===== config.mk =====
export PLATFORM = sky130hd
export DESIGN_NAME = apb0_ahb_bridge
export DESIGN_NICKNAME = d
export VERILOG_FILES = /design/src/rtl/apb0_ahb_bridge.sv
export SDC_FILE = /design/constraint.sdc
export NUM_CORES = 1
export LEC_CHECK = 0
export CAP_MARGIN = 0
export CORE_ASPECT_RATIO = 0.5
export CORE_MARGIN = 2
export CORE_UTILIZATION = 42
export CTS_CLUSTER_SIZE = 30
export DETAILED_ROUTE_END_ITERATION = 8
export PLACE_DENSITY = 0.8
export SETUP_SLACK_MARGIN = 0.02
export SYNTH_ARGS = -nofsm -noshare
export SYNTH_HDL_FRONTEND = slang
export SYNTH_SLANG_ARGS = --single-unit

===== constraint.sdc =====
create_clock -name i_hclk -period 4.5 [get_ports i_hclk]
set_input_delay 0.45 -clock i_hclk [delete_from_list [all_inputs] [get_ports i_hclk]]
set_output_delay 0.45 -clock i_hclk [all_outputs]
set_load 0.02 [all_outputs]

===== src/rtl/apb0_ahb_bridge.sv =====
// AHB-Lite slave to APB master bridge driving the APB0 leaf-mux root port.
// One APB SETUP/ACCESS transfer per AHB transfer, one outstanding. PSLVERR,
// illegal sizes and PREADY timeouts all end in a two-cycle AHB ERROR response.
module apb0_ahb_bridge #(
    parameter int TIMEOUT_CYCLES = 1024,  // 0 disables the timeout
    parameter int TO_CNT_W       = 11     // 2**TO_CNT_W > TIMEOUT_CYCLES
) (
    input  logic        i_hclk,
    input  logic        i_hrst,
    input  logic        i_hsel,
    input  logic [31:0] i_haddr,
    input  logic [1:0]  i_htrans,
    input  logic        i_hwrite,
    input  logic [2:0]  i_hsize,
    input  logic [3:0]  i_hprot,
    input  logic [31:0] i_hwdata,
    input  logic        i_hready,
    output logic        o_hreadyout,
    output logic [1:0]  o_hresp,
    output logic [31:0] o_hrdata,
    output logic        o_root_psel,
    output logic [31:0] o_root_paddr,
    output logic        o_root_penable,
    output logic [31:0] o_root_pwdata,
    output logic [3:0]  o_root_pstrb,
    output logic        o_root_pwrite,
    output logic [2:0]  o_root_pprot,
    input  logic        i_root_pready,
    input  logic        i_root_pslverr,
    input  logic [31:0] i_root_prdata
);

    typedef enum logic [2:0] {
        S_IDLE, S_SETUP, S_ACCESS, S_DONE, S_ERR1, S_ERR2
    } state_t;

    state_t              state_q, state_d;
    logic [31:0]         addr_q, pwdata_q, hrdata_q;
    logic                write_q;
    logic [3:0]          strb_q, strb_d;
    logic [2:0]          prot_q;
    logic [TO_CNT_W-1:0] cnt_q, cnt_d;
    logic                accept, size_ok, to_hit, access_ok;

    // hprot[3:2] (bufferable/cacheable) and htrans[0] (SEQ vs NONSEQ) do not
    // matter to a single APB transfer.
    logic unused_ok;
    assign unused_ok = &{1'b0, i_hprot[3:2], i_htrans[0]};

    // A new address phase is only taken when no APB transfer is in flight.
    assign accept    = i_hsel & i_htrans[1] & i_hready &
                       ((state_q == S_IDLE) | (state_q == S_DONE) | (state_q == S_ERR2));
    assign size_ok   = (i_hsize <= 3'd2);
    assign access_ok = (state_q == S_ACCESS) & i_root_pready & ~i_root_pslverr;
    // Abort on the cycle whose increment would make the counter reach the limit,
    // so ACCESS lasts exactly TIMEOUT_CYCLES cycles with PREADY low.
    assign to_hit    = (TIMEOUT_CYCLES != 0) &&
                       ((cnt_q + 1'b1) == TO_CNT_W'(TIMEOUT_CYCLES));

    // Byte strobes for the incoming address phase; reads carry no strobes.
    always_comb begin
        strb_d = 4'h0;
        case (i_hsize)
            3'd0:    strb_d = 4'b0001 << i_haddr[1:0];
            3'd1:    strb_d = 4'b0011 << {i_haddr[1], 1'b0};
            default: strb_d = 4'hF;
        endcase
        if (!i_hwrite) strb_d = 4'h0;
    end

    // Next-state and timeout counter.
    always_comb begin
        state_d = state_q;
        cnt_d   = cnt_q;
        case (state_q)
            S_SETUP: begin
                state_d = S_ACCESS;
                cnt_d   = '0;
            end
            S_ACCESS: begin
                if (i_root_pready)
                    state_d = i_root_pslverr ? S_ERR1 : S_DONE;
                else if (to_hit)
                    state_d = S_ERR1;
                if (!i_root_pready && (TIMEOUT_CYCLES != 0))
                    cnt_d = cnt_q + 1'b1;
            end
            S_ERR1:  state_d = S_ERR2;
            default: begin  // IDLE, DONE, ERR2
                if (accept) state_d = size_ok ? S_SETUP : S_ERR1;
                else        state_d = S_IDLE;
            end
        endcase
    end

    // State register and counter.
    always_ff @(posedge i_hclk or posedge i_hrst) begin
        if (i_hrst) begin
            state_q <= S_IDLE;
            cnt_q   <= '0;
        end else begin
            state_q <= state_d;
            cnt_q   <= cnt_d;
        end
    end

    // Address-phase capture, write-data capture at end of SETUP, read-data capture on success.
    always_ff @(posedge i_hclk or posedge i_hrst) begin
        if (i_hrst) begin
            addr_q   <= '0;
            write_q  <= 1'b0;
            strb_q   <= '0;
            prot_q   <= '0;
            pwdata_q <= '0;
            hrdata_q <= '0;
        end else begin
            if (accept) begin
                addr_q  <= i_haddr;
                write_q <= i_hwrite;
                strb_q  <= strb_d;
                prot_q  <= {~i_hprot[0], 1'b0, i_hprot[1]};
            end
            if (state_q == S_SETUP)
                pwdata_q <= write_q ? i_hwdata : 32'h0;
            if (access_ok)
                hrdata_q <= i_root_prdata;
        end
    end

    // Outputs decoded from the registered state.
    always_comb begin
        o_root_psel    = (state_q == S_SETUP) | (state_q == S_ACCESS);
        o_root_penable = (state_q == S_ACCESS);
        o_hreadyout    = ~((state_q == S_SETUP) | (state_q == S_ACCESS) | (state_q == S_ERR1));
        o_hresp        = ((state_q == S_ERR1) | (state_q == S_ERR2)) ? 2'b01 : 2'b00;
        o_hrdata       = hrdata_q;
        o_root_paddr   = addr_q;
        o_root_pwrite  = write_q;
        o_root_pprot   = prot_q;
        o_root_pstrb   = strb_q;
        // hwdata is only valid in the AHB data phase (SETUP); ACCESS uses the captured copy.
        o_root_pwdata  = (state_q == S_SETUP) ? (write_q ? i_hwdata : 32'h0) : pwdata_q;
    end

endmodule


==> impl_metrics.xml <==
<?xml version="1.0" encoding="UTF-8"?>
<metrics>
  <group name="sta">
    <metric name="finalCritPeriodShare" unit="%">74.9</metric>
    <metric name="hold_viol_final" unit="">0</metric>
    <metric name="setup_viol_count_final" unit="">0</metric>
    <metric name="worst_clock_skew" unit="ps">13.6</metric>
    <metric name="max_slew.worst_pin.slew" unit="ps">1160</metric>
    <metric name="achievable-frequency" unit="GHz">0.297</metric>
    <metric name="setup_tns" unit="ps">0</metric>
    <metric name="grt_setup_unrepaired" unit="">no</metric>
    <metric name="timing.final.crit_period" unit="ps">3370</metric>
    <metric name="drv_slew" unit="">0</metric>
    <metric name="timing.max_slew.rel_slack" unit="%">22.9</metric>
  </group>
  <group name="grt">
    <metric name="first_global_vias" unit="">4079</metric>
    <metric name="first_pass_grt_wire_length" unit="um">20700</metric>
    <metric name="grt_max_degree" unit="">78</metric>
    <metric name="antenna_found_initial" unit="">0</metric>
    <metric name="gr-usage-all-layers" unit="%">21.1</metric>
    <metric name="global_route.overflow_total" unit="">0</metric>
  </group>
  <group name="synth">
    <metric name="sequential_element_share_of_the_synthesized_area" unit="%">58.9</metric>
    <metric name="syn_area" unit="mm2">0.00497</metric>
    <metric name="synth_edf_count" unit="">0</metric>
    <metric name="post_synth_main_area_contributors" unit="">dfrtp_1, nand2_1, mux2_4, o21ai_0, clkbuf_1</metric>
    <metric name="synthesis_warnings" unit="">0</metric>
    <metric name="postSynthRegisterBits" unit="">117</metric>
    <metric name="synth.top_cell.area_share" unit="%">58.9</metric>
    <metric name="synth.top_cells.by_count" unit="">nand2_1, dfrtp_1, o21ai_0, mux2_4, clkbuf_1</metric>
    <metric name="yosysUniqueCellTypes" unit="">37</metric>
    <metric name="syn_area_per_cell" unit="um2">10.1</metric>
    <metric name="synth.most_common_cell" unit="">nand2_1</metric>
    <metric name="synth_top_flop_cell" unit="">dfrtp_1</metric>
    <metric name="asyncSetResetFlopFracSynth" unit="%">100</metric>
    <metric name="syn_inst" unit="">491</metric>
    <metric name="netlist.top_cell.by_area" unit="">dfrtp_1</metric>
  </group>
  <group name="detailed_routing">
    <metric name="routed_wirelength" unit="um">13300</metric>
    <metric name="drc_marker_count_from_the_first_detailed_route_iteration" unit="">173</metric>
    <metric name="drt_first_pass_iters" unit="">4</metric>
    <metric name="routed-via-count" unit="">4112</metric>
    <metric name="ant_nets" unit="">0</metric>
    <metric name="wl_per_cell" unit="um">15.2</metric>
    <metric name="remaining_drc_errors" unit="">0</metric>
    <metric name="drt-vias-per-instance" unit="">4.69</metric>
  </group>
  <group name="finish">
    <metric name="areaGrowthSynthToFinish" unit="%">56.7</metric>
    <metric name="num-nets-final" unit="">812</metric>
    <metric name="final_util" unit="%">66.8</metric>
    <metric name="fin_area" unit="mm2">0.00779</metric>
    <metric name="n_antenna_cell" unit="">0</metric>
    <metric name="drive_gt1_share" unit="%">10.4</metric>
  </group>
  <group name="clocking">
    <metric name="cts_resized" unit="">0</metric>
    <metric name="cts_htree_levels" unit="">4</metric>
    <metric name="tritoncts_buffers" unit="">17</metric>
    <metric name="ctsLongestPathBuffers" unit="">2</metric>
    <metric name="clock_tree_from_tritoncts" unit="">yes</metric>
    <metric name="path_clk_slew" unit="ps">60</metric>
    <metric name="holdBufCountCts" unit="">0</metric>
    <metric name="master_cell_of_the_clock_root_buffer" unit="">clkbuf_16</metric>
    <metric name="clkLatencyLatePin" unit="ps">410</metric>
    <metric name="cts_sinks" unit="">117</metric>
    <metric name="cts_setup_buffers" unit="">0</metric>
  </group>
  <group name="die">
    <metric name="floorplan.initialDensity" unit="%">42.6</metric>
    <metric name="core_area" unit="mm2">0.0117</metric>
    <metric name="die_area" unit="mm2">0.0128</metric>
    <metric name="horiz_die_dim" unit="um">158</metric>
    <metric name="chipHeight" unit="um">80.9</metric>
    <metric name="floorplan.rows" unit="">28</metric>
    <metric name="top_level_ports" unit="">221</metric>
  </group>
  <group name="run_status">
    <metric name="outcome" unit="">complete, no violations</metric>
  </group>
  <group name="power_and_ir_drop">
    <metric name="power.density" unit="mW/mm2">754</metric>
    <metric name="clkPwrFrac" unit="%">23.2</metric>
    <metric name="power.total" unit="mW">5.87</metric>
    <metric name="comb_power_share" unit="%">45.7</metric>
    <metric name="power.ir.vdd_worst" unit="mV">0.366</metric>
    <metric name="switchingPower" unit="mW">2.15</metric>
    <metric name="seq_power_share" unit="%">31.1</metric>
    <metric name="sw_frac_of_total" unit="%">36.7</metric>
    <metric name="power_report.internal_total" unit="mW">3.72</metric>
    <metric name="p_leak" unit="nW">3.58</metric>
  </group>
  <group name="worst_setup_path">
    <metric name="kind_of_cell_adding_the_most_delay_to_the_critical_path" unit="">simple AND/OR/NAND/NOR gates</metric>
    <metric name="crit_arrival" unit="ps">2920</metric>
    <metric name="setup.worst_path.class" unit="">reg2out</metric>
    <metric name="path_cells" unit="">or3b_2 -&gt; o21ai_0 -&gt; clkdlybuf4s50_1</metric>
    <metric name="critical_path.max_fanout" unit="">70</metric>
    <metric name="crit_path_largest_cell_delay" unit="ps">940</metric>
    <metric name="worstPathBufferInverterCount" unit="">1</metric>
    <metric name="critical_path_required" unit="ps">4050</metric>
    <metric name="worst_setup_path_start_kind" unit="">register</metric>
    <metric name="critPathSlowestCell" unit="">or3b_2</metric>
    <metric name="end_kind" unit="">primary output</metric>
  </group>
  <group name="placed_design">
    <metric name="placement.cell_area" unit="mm2">0.00719</metric>
    <metric name="finalWeightedCongestion" unit="">0.760</metric>
    <metric name="place_hpwl" unit="um">9040</metric>
    <metric name="numPortBuffers" unit="">215</metric>
  </group>
  <group name="run">
    <metric name="timing.max_cap.violations" unit="">0</metric>
  </group>
  <group name="min_path">
    <metric name="hold_class" unit="">reg2reg</metric>
  </group>
</metrics>
==> routing by layer <==
layer / global-route usage [%] / wire [um]
met5: 0 / 0
met4: 9.27 / 281
met3: 5.71 / 567
met2: 35.9 / 6910
met1: 25.5 / 5580
==> layout make-up <==
class | count | area [um2]
fillers | 923 | 3880
flip-flops and latches | 117 | 2930
repair buffers | 218 | 2170
multi-input cells | 340 | 1860
clock buffers | 19 | 443
well taps | 165 | 206
clock inverters | 13 | 156
inverters | 5 | 21.3
==> placed cells by master, fill, tap and decap left out, drive strengths merged, types with 2 or more instances in the layout <==
master / n
a21oi: 8
clkinvlp: 5
nor2: 11
nor2b: 2
nand3: 9
inv: 6
clkbuf: 19
clkinv: 4
nand2: 187
mux2: 33
bufinv: 3
conb: 2
clkdlybuf4s50: 215
nand2b: 3
o21ai: 54
or2: 2
o31ai: 4
dfrtp: 117
buf: 3
and3: 4
a21boi: 2
or3b: 2
and2: 6
==> path summary, 6_finish.rpt <==
| kind | from | endpoint | slack, ps | cells after the start |
|---|---|---|---|---|
| max | state_q[1] | o_root_pwdata[19] | 1130 | 3 |
| min | o_root_pstrb[1] | o_root_pstrb[1] | 460 | 2 |
| max reg2reg | state_q[1] | cnt_q[8] | 2240 | 4 |
| min reg2reg | o_root_pstrb[1] | o_root_pstrb[1] | 460 | 2 |
| max in group asynchronous | i_hrst | o_root_pprot[2] | 2980 | 3 |
| min in group asynchronous | i_hrst | o_hrdata[1] | 620 | 2 |
==> stage by stage <==
step | hold WS, ps | worst slack [ps] | std cells
floorplan | 451 | 949 | 492
global placement | 452 | 1630 | 845
detailed placement | 455 | 1570 | 845
CTS | 467 | 1110 | 877
global route | 498 | 976 | 877
finish | 464 | 1130 | 877
==> registers in the layout (all words and copies together) (netlist names) <==
register,cells
o_hrdata,32
o_root_paddr,32
pwdata_q,32
cnt_q,11
o_root_pstrb,4
state_q,3
o_root_pprot,2
o_root_pwrite,1
==> kinds of logic after synthesis <==
kind of cell    after synthesis  share of synthesized area (%)
simple gates                230                           19.0
flops                       117                           58.9
xor+xnor                      1                          0.176
mux                          34                           9.79
other cells                   1                         0.0755
buf+inv                      35                           3.83
compound gates               72                           7.96
fa+ha+maj                     1                          0.252
==> worst register-to-register path, cell delays in order (launching register included) <==
cell,delay [ps]
dfrtp_1,450
or3b_2,940
and2_1,440
o21ai_0,210
o31ai_1,90
==> power groups by stage <==
stage,Sequential (mW),Combinational (mW),Clock (mW)
2_1_floorplan,2.15,1.05,0
3_3_place_gp,1.81,2.63,0
3_5_place_dp,1.83,2.68,0
4_1_cts,1.83,2.71,1.38
5_1_grt,1.89,2.87,1.43
6_report,1.82,2.69,1.36
No activity file was read; power rests on OpenSTA's default activity.
